<file path="config.mk">
export PLATFORM = sky130hd
export DESIGN_NAME = sng_stream_controller_flat
export DESIGN_NICKNAME = d
export VERILOG_FILES = /design/src/rtl/sng_stream_controller_if.sv /design/src/rtl/sng_stream_controller.sv /design/src/flat_wrapper.sv
export SDC_FILE = /design/constraint.sdc
export NUM_CORES = 1
export LEC_CHECK = 0
export BUFFER_PORTS_ARGS = -buffer_cell sky130_fd_sc_hd__buf_4
export CORE_MARGIN = 2
export CORE_UTILIZATION = 33
export DETAILED_ROUTE_END_ITERATION = 8
export PLACE_DENSITY = 0.61
export SYNTH_ARGS = -nofsm -noshare
export SYNTH_HDL_FRONTEND = slang
export SYNTH_SLANG_ARGS = --single-unit
</file>
<file path="constraint.sdc">
create_clock -name clk -period 1.65 [get_ports clk]
set_clock_uncertainty 0.2 [all_clocks]
set_input_delay 0.33 -clock clk [delete_from_list [all_inputs] [get_ports clk]]
set_output_delay 0.33 -clock clk [all_outputs]
set_load 0.01 [all_outputs]
</file>
<file path="src/rtl/sng_stream_controller_if.sv">
// ----------------------------------------------------------------------------
// sng_stream_controller_if
// Purpose : Request/result handshake bundle between a job source and
//           sng_stream_controller.
// Signals :
//   op_valid   source -> ctrl   operand triple valid
//   op_ready   ctrl   -> source controller can accept operands
//   x1,x2,x3   source -> ctrl   operands, WIDTH bits each
//   res_valid  ctrl   -> source result available
//   res_ready  source -> ctrl   consumer accepts result
//   res_count  ctrl   -> source number of ones counted, CW bits
// Modports: master (request source / result consumer), slave (controller).
// ----------------------------------------------------------------------------
interface sng_stream_controller_if #(
    parameter int WIDTH      = 4,
    parameter int STREAM_LEN = 15
);
    localparam int CW = $clog2(STREAM_LEN + 1);

    logic             op_valid;
    logic             op_ready;
    logic [WIDTH-1:0] x1;
    logic [WIDTH-1:0] x2;
    logic [WIDTH-1:0] x3;
    logic             res_valid;
    logic             res_ready;
    logic [CW-1:0]    res_count;

    modport master (
        output op_valid, x1, x2, x3, res_ready,
        input  op_ready, res_valid, res_count
    );

    modport slave (
        input  op_valid, x1, x2, x3, res_ready,
        output op_ready, res_valid, res_count
    );
endinterface

</file>
<file path="src/rtl/sng_stream_controller.sv">
// ----------------------------------------------------------------------------
// sng_stream_controller
// Purpose : Sequences a single stochastic number generator (SNG) datapath.
//           Accepts an operand triple, holds the SNG in clear for one cycle,
//           waits out the SNG comparator pipeline (WARMUP cycles), then counts
//           ones on the SNG bitstream for STREAM_LEN cycles and presents the
//           count as a binary result. One job in flight at a time.
// Parameters:
//   WIDTH      operand width (SNG X inputs / LFSR state width)
//   STREAM_LEN bitstream cycles counted per job (>= 1)
//   WARMUP     cycles after SNG clear during which sng_sbs is ignored
// Ports:
//   clk, rst   clock; asynchronous active-high reset
//   bus        request/result handshake (sng_stream_controller_if.slave)
//   sng_clr    registered clear to the SNG reset input
//   sng_x1..3  held operands to the SNG
//   sng_sbs    SNG output bitstream
//   busy       controller is not idle
//   abort      cancel the job in flight (only with SNG_CTRL_ABORT_EN)
// Build option:
//   SNG_CTRL_ABORT_EN  adds the abort input; abort in CLEAR/WARM/RUN returns
//                      to IDLE with the count cleared and no result.
// ----------------------------------------------------------------------------
module sng_stream_controller #(
    parameter int WIDTH      = 4,
    parameter int STREAM_LEN = 15,
    parameter int WARMUP     = 2
) (
    input  logic                    clk,
    input  logic                    rst,
    sng_stream_controller_if.slave  bus,
    output logic                    sng_clr,
    output logic [WIDTH-1:0]        sng_x1,
    output logic [WIDTH-1:0]        sng_x2,
    output logic [WIDTH-1:0]        sng_x3,
    input  logic                    sng_sbs,
    output logic                    busy
`ifdef SNG_CTRL_ABORT_EN
    ,
    input  logic                    abort
`endif
);

    localparam int CW   = $clog2(STREAM_LEN + 1);
    localparam int CMAX = (WARMUP > STREAM_LEN) ? WARMUP : STREAM_LEN;
    localparam int CNTW = (CMAX > 1) ? $clog2(CMAX) : 1;

    localparam logic [CNTW-1:0] RUN_LAST  = CNTW'(STREAM_LEN - 1);
    localparam logic [CNTW-1:0] WARM_LAST = CNTW'((WARMUP > 0) ? WARMUP - 1 : 0);

    typedef enum logic [2:0] {
        S_IDLE,
        S_CLEAR,
        S_WARM,
        S_RUN,
        S_HOLD
    } state_t;

    state_t           state_q, state_d;
    logic [CNTW-1:0]  cnt_q, cnt_d;
    logic [CW-1:0]    res_count_q, res_count_d;
    logic [WIDTH-1:0] x1_q, x1_d;
    logic [WIDTH-1:0] x2_q, x2_d;
    logic [WIDTH-1:0] x3_q, x3_d;
    logic             clr_q, clr_d;
    logic             abort_req;

`ifdef SNG_CTRL_ABORT_EN
    assign abort_req = abort;
`else
    assign abort_req = 1'b0;
`endif

    // ------------------------------------------------------------------
    // Next-state and datapath decode
    // ------------------------------------------------------------------
    always_comb begin
        state_d     = state_q;
        cnt_d       = cnt_q;
        res_count_d = res_count_q;
        x1_d        = x1_q;
        x2_d        = x2_q;
        x3_d        = x3_q;

        unique case (state_q)
            S_IDLE: begin
                if (bus.op_valid) begin
                    x1_d        = bus.x1;
                    x2_d        = bus.x2;
                    x3_d        = bus.x3;
                    res_count_d = '0;
                    cnt_d       = '0;
                    state_d     = S_CLEAR;
                end
            end

            S_CLEAR: begin
                cnt_d   = '0;
                state_d = (WARMUP == 0) ? S_RUN : S_WARM;
            end

            S_WARM: begin
                if (cnt_q == WARM_LAST) begin
                    cnt_d   = '0;
                    state_d = S_RUN;
                end else begin
                    cnt_d = cnt_q + 1'b1;
                end
            end

            S_RUN: begin
                res_count_d = res_count_q + CW'(sng_sbs);
                if (cnt_q == RUN_LAST) begin
                    cnt_d   = '0;
                    state_d = S_HOLD;
                end else begin
                    cnt_d = cnt_q + 1'b1;
                end
            end

            S_HOLD: begin
                if (bus.res_ready) begin
                    state_d = S_IDLE;
                end
            end

            default: begin
                state_d = S_IDLE;
            end
        endcase

        // Abort overrides the normal sequencing while a job is in flight.
        if (abort_req && (state_q inside {S_CLEAR, S_WARM, S_RUN})) begin
            state_d     = S_IDLE;
            res_count_d = '0;
            cnt_d       = '0;
        end
    end

    // The SNG clear is decoded from the next state and registered so that
    // sng_clr is a clean flop output aligned with the state it belongs to.
    always_comb begin
        clr_d = (state_d == S_IDLE) || (state_d == S_CLEAR) || (state_d == S_HOLD);
    end

    // ------------------------------------------------------------------
    // State and datapath registers
    // ------------------------------------------------------------------
    always_ff @(posedge clk or posedge rst) begin
        if (rst) begin
            state_q     <= S_IDLE;
            cnt_q       <= '0;
            res_count_q <= '0;
            x1_q        <= '0;
            x2_q        <= '0;
            x3_q        <= '0;
            clr_q       <= 1'b1;
        end else begin
            state_q     <= state_d;
            cnt_q       <= cnt_d;
            res_count_q <= res_count_d;
            x1_q        <= x1_d;
            x2_q        <= x2_d;
            x3_q        <= x3_d;
            clr_q       <= clr_d;
        end
    end

    // ------------------------------------------------------------------
    // Outputs
    // ------------------------------------------------------------------
    assign bus.op_ready  = (state_q == S_IDLE);
    assign bus.res_valid = (state_q == S_HOLD);
    assign bus.res_count = res_count_q;
    assign busy          = (state_q != S_IDLE);
    assign sng_clr       = clr_q;
    assign sng_x1        = x1_q;
    assign sng_x2        = x2_q;
    assign sng_x3        = x3_q;

endmodule

</file>
<file path="src/flat_wrapper.sv">
// flat-port wrapper written by rule: the top's interface ports become plain ports
module sng_stream_controller_flat 
#(
    parameter int WIDTH      = 4,
    parameter int STREAM_LEN = 15,
    parameter int WARMUP     = 2
)
  (clk, rst, sng_clr, sng_x1, sng_x2, sng_x3, sng_sbs, busy, bus_op_valid, bus_x1, bus_x2, bus_x3, bus_res_ready, bus_op_ready, bus_res_valid, bus_res_count);
  sng_stream_controller_if #(.WIDTH(WIDTH), .STREAM_LEN(STREAM_LEN)) bus_i ();
  input  logic clk;
  input  logic rst;
  output logic sng_clr;
  output logic [WIDTH-1:0] sng_x1;
  output logic [WIDTH-1:0] sng_x2;
  output logic [WIDTH-1:0] sng_x3;
  input  logic sng_sbs;
  output logic busy;
  input wire logic [$bits(bus_i.op_valid)-1:0] bus_op_valid;
  input wire logic [$bits(bus_i.x1)-1:0] bus_x1;
  input wire logic [$bits(bus_i.x2)-1:0] bus_x2;
  input wire logic [$bits(bus_i.x3)-1:0] bus_x3;
  input wire logic [$bits(bus_i.res_ready)-1:0] bus_res_ready;
  output wire logic [$bits(bus_i.op_ready)-1:0] bus_op_ready;
  output wire logic [$bits(bus_i.res_valid)-1:0] bus_res_valid;
  output wire logic [$bits(bus_i.res_count)-1:0] bus_res_count;
  assign bus_i.op_valid = bus_op_valid;
  assign bus_i.x1 = bus_x1;
  assign bus_i.x2 = bus_x2;
  assign bus_i.x3 = bus_x3;
  assign bus_i.res_ready = bus_res_ready;
  assign bus_op_ready = bus_i.op_ready;
  assign bus_res_valid = bus_i.res_valid;
  assign bus_res_count = bus_i.res_count;
  sng_stream_controller #(.WIDTH(WIDTH), .STREAM_LEN(STREAM_LEN), .WARMUP(WARMUP)) u_core (.clk(clk), .rst(rst), .bus(bus_i), .sng_clr(sng_clr), .sng_x1(sng_x1), .sng_x2(sng_x2), .sng_x3(sng_x3), .sng_sbs(sng_sbs), .busy(busy));
endmodule
</file>
==> flow_summary.yaml <==
status:
  status: "finished, violations left"
  failed_checks: "setup timing"
critical_path:
  cp_slowest_cell: "dfrtp_2"
  path_cells: "nor3_4 -> inv_1 -> buf_6"
  slowest_delay_ns: 0.46
  startpoint: "u_core.state_q[1]$_DFF_PP0_"
  reg2reg_slack_ns: 0.06
  crit_family: "flip-flops"
  reg2reg_from: "u_core.state_q[1]$_DFF_PP0_"
  cp-end-kind: "output port"
  required_ns: 1.12
  cp-endpoint: "busy"
  cp_num_buf_inv: 2
  timing.rr.end: "u_core.cnt_q[3]$_DFFE_PP0P_"
  path_max_fanout: 4
  worst-path-stages: 3
  crit_type: "flop to output port"
  start_kind: "flop"
  crit_arrival_ns: 1.19
  reg2reg_depth: 5
clock_tree:
  root_buffer: "clkbuf_4"
  clock_path_buffers: 2
  numCtsBuffers: 3
  cts_max_level: 1
  clk_pin_slew_ns: 0.13
  tritoncts: "yes"
  clk_latency_ns: 0.31
  cts.sinks: 24
job:
  drv_cap: 0
global_routing:
  grt_max_degree: 25
  grt-ovfl-total: 0
  antenna_found_initial: 0
  grt_pass1_wl_um: 4381
  grt_usage_pct: 13.89
  first_global_vias: 1025
power:
  power_density_mw_per_mm2: 1480
  cellLeakagePower_uw: 0.0008396
  power_uw: 2431
  vdd_drop_max_uv: 667.2
drt:
  ant_nets: 0
  wl_per_cell_um: 11.24
  wl_um: 2483
  drt_iter0_drc: 27
  vias_per_cell: 4.439
  vias: 981
  dr.pass1.iters: 4
  drcViolationCount: 0
layout:
  layout-drive-gt1-share_pct: 31.43
  layout.nets: 195
  syn2layout_area_growth_pct: 47.03
  diodes: 0
  fin_cells: 221
logic_synthesis:
  syn_avg_cell_area_um2: 9.158
  synth_edf_count: 0
  yosysWarnings: 0
  yosysSeqAreaShare_pct: 53.86
  async_flop_share_pct: 100.0
  synth.most_common_cell: "nand2_1"
  syn_area_mm2: 0.001117
  ys_ff_latch: 24
  ys_top_cells_by_area: "dfrtp_1 52%, nand2_1 15%, nand3_1 4.0%"
  yosys-top-cells-count: "46 x nand2_1, 23 x dfrtp_1, 9 x nand3_1, 5 x inv_1, 4 x o21ai_1"
  synth_cells: 122
  synth-main-ff-cell: "dfrtp_1"
  post_synth_num_cell_types: 30
  synth_nets: 141
  synth_top_area_share_pct: 51.51
  yosys.area.top_type: "dfrtp_1"
min_path:
  hp-class: "input port to flop"
timing:
  fmax_mhz: 580.5
  finalCriticalPeriod_ns: 1.723
  slew_headroom_pct: 79.68
  setup_violations: 3
  rsz0062_at_grt: "yes"
  finalHoldViolations: 0
  worst_pin_slew_ns: 0.3042
  finalCritPeriodShare_pct: 104.4
  slew_viol_final: 0
  finalWorstSetupSlack_ns: -0.07266
placement:
  io_buffer_count: 36
  place_ws_ns: 0.08754
  place_hpwl_um: 1753
  place_congestion: 0.8547
  dp.cells: 204
floorplanning:
  core-area_mm2: 0.003284
  start_util_pct: 34.02
  die_h_um: 62.19
  dieArea_mm2: 0.003867
  rows: 21
  die_width_um: 62.19
  pin_count: 37
flip-flops by register name, indices dropped and copies added, names as in the netlist:
signal                count
u_core.bus.res_count      4
u_core.cnt_q              4
u_core.sng_x1             4
u_core.sng_x2             4
u_core.sng_x3             4
u_core.state_q            3
u_core.sng_clr            1
placed cells by master, fill, tap and decap left out, drive strengths merged, types with 3 or more instances in the layout:
cell type    synthesis  layout
o21ai                8       8
buf                  5      43
dfrtp               23      23
dlygate4sd3          0      11
nand2               46      46
nand3                9       9
clkbuf               0       3
nor2                 3       3
inv                  5       5
or2                  3       3
area by class of cell:
| class | instances | area, um^2 |
|---|---|---|
| fillers | 323 | 1642 |
| well taps | 46 | 57.56 |
| clock buffers | 3 | 22.52 |
| repair buffers | 54 | 436.7 |
| multi-input cells | 88 | 473.0 |
| inverters | 5 | 18.77 |
| clock inverters | 1 | 30.03 |
| flip-flops and latches | 24 | 604.3 |
per-layer routing:
layer	vias to the layer above	GRT usage, %	wire length, um
met5	-	0	0
met2	27	24.59	1209
li1	507	-	-
met3	4	3.623	131
met4	0	4.167	15
met1	443	16.57	1126
kinds of logic after synthesis:
kind of cell	share of synthesized area, %
flip-flops	53.86
buffers and inverters	4.927
AND/OR/NAND/NOR	27.88
AO/OA/AOI/OAI	10.30
XOR/XNOR	0.7840
adder cells (fa/ha/maj)	2.239
worst reg2reg max path, delay by kind of cell (launching register included):
| family | cells | cell delay, ns |
|---|---|---|
| flops | 1 | 0.46 |
| compound gates | 2 | 0.37 |
| simple gates | 2 | 0.32 |
| buf+inv | 1 | 0.14 |
where the power goes:
| group | total [uW] | switching (uW) | leakage [uW] | internal, uW |
|---|---|---|---|---|
| logic | 1020 | 492 | 0.000517 | 525 |
| clock network | 423 | 177 | 0.0000279 | 245 |
| registers | 992 | 192 | 0.000294 | 800 |
| total | 2430 | 861 | 0.000840 | 1570 |
worst min path at each step:
stage                         start                                   to  slack (ns)  depth (start not counted)
after global routing      bus_x2[0]         u_core.sng_x2[0]$_DFFE_PP0P_       0.001                          3
after CTS                 bus_x2[0]         u_core.sng_x2[0]$_DFFE_PP0P_      0.0001                          3
final                     bus_x2[0]         u_core.sng_x2[0]$_DFFE_PP0P_       0.004                          3
after floorplan                 rst  u_core.bus.res_count[0]$_DFFE_PP0P_        0.14                          1
after global placement          rst         u_core.sng_x2[1]$_DFFE_PP0P_        0.20                          3
after detailed placement        rst         u_core.sng_x2[1]$_DFFE_PP0P_        0.20                          3
per-stage QoR:
stage                     setup TNS (ns)  utilization [%]  cell area (um^2)  hold WS [ns]
after floorplan                        0                -              1117        0.1439
final                            -0.1515            50.02              1643      0.003897
after CTS                        -0.2303            49.60              1629     0.0001388
after detailed placement               0            44.04              1446        0.2039
after global placement                 0            44.04              1446        0.2011
after global routing             -0.4082            50.02              1643      0.001285
repair_timing:
action,4_1_cts,5_1_grt
setup buffers,1,1
endpoints found under the hold margin,33,0
pin swaps,0,1
hold buffers,11,0
gates resized for setup,4,2
endpoints found under the setup margin,3,5
Note: power is estimated with default switching activity, not from simulation.
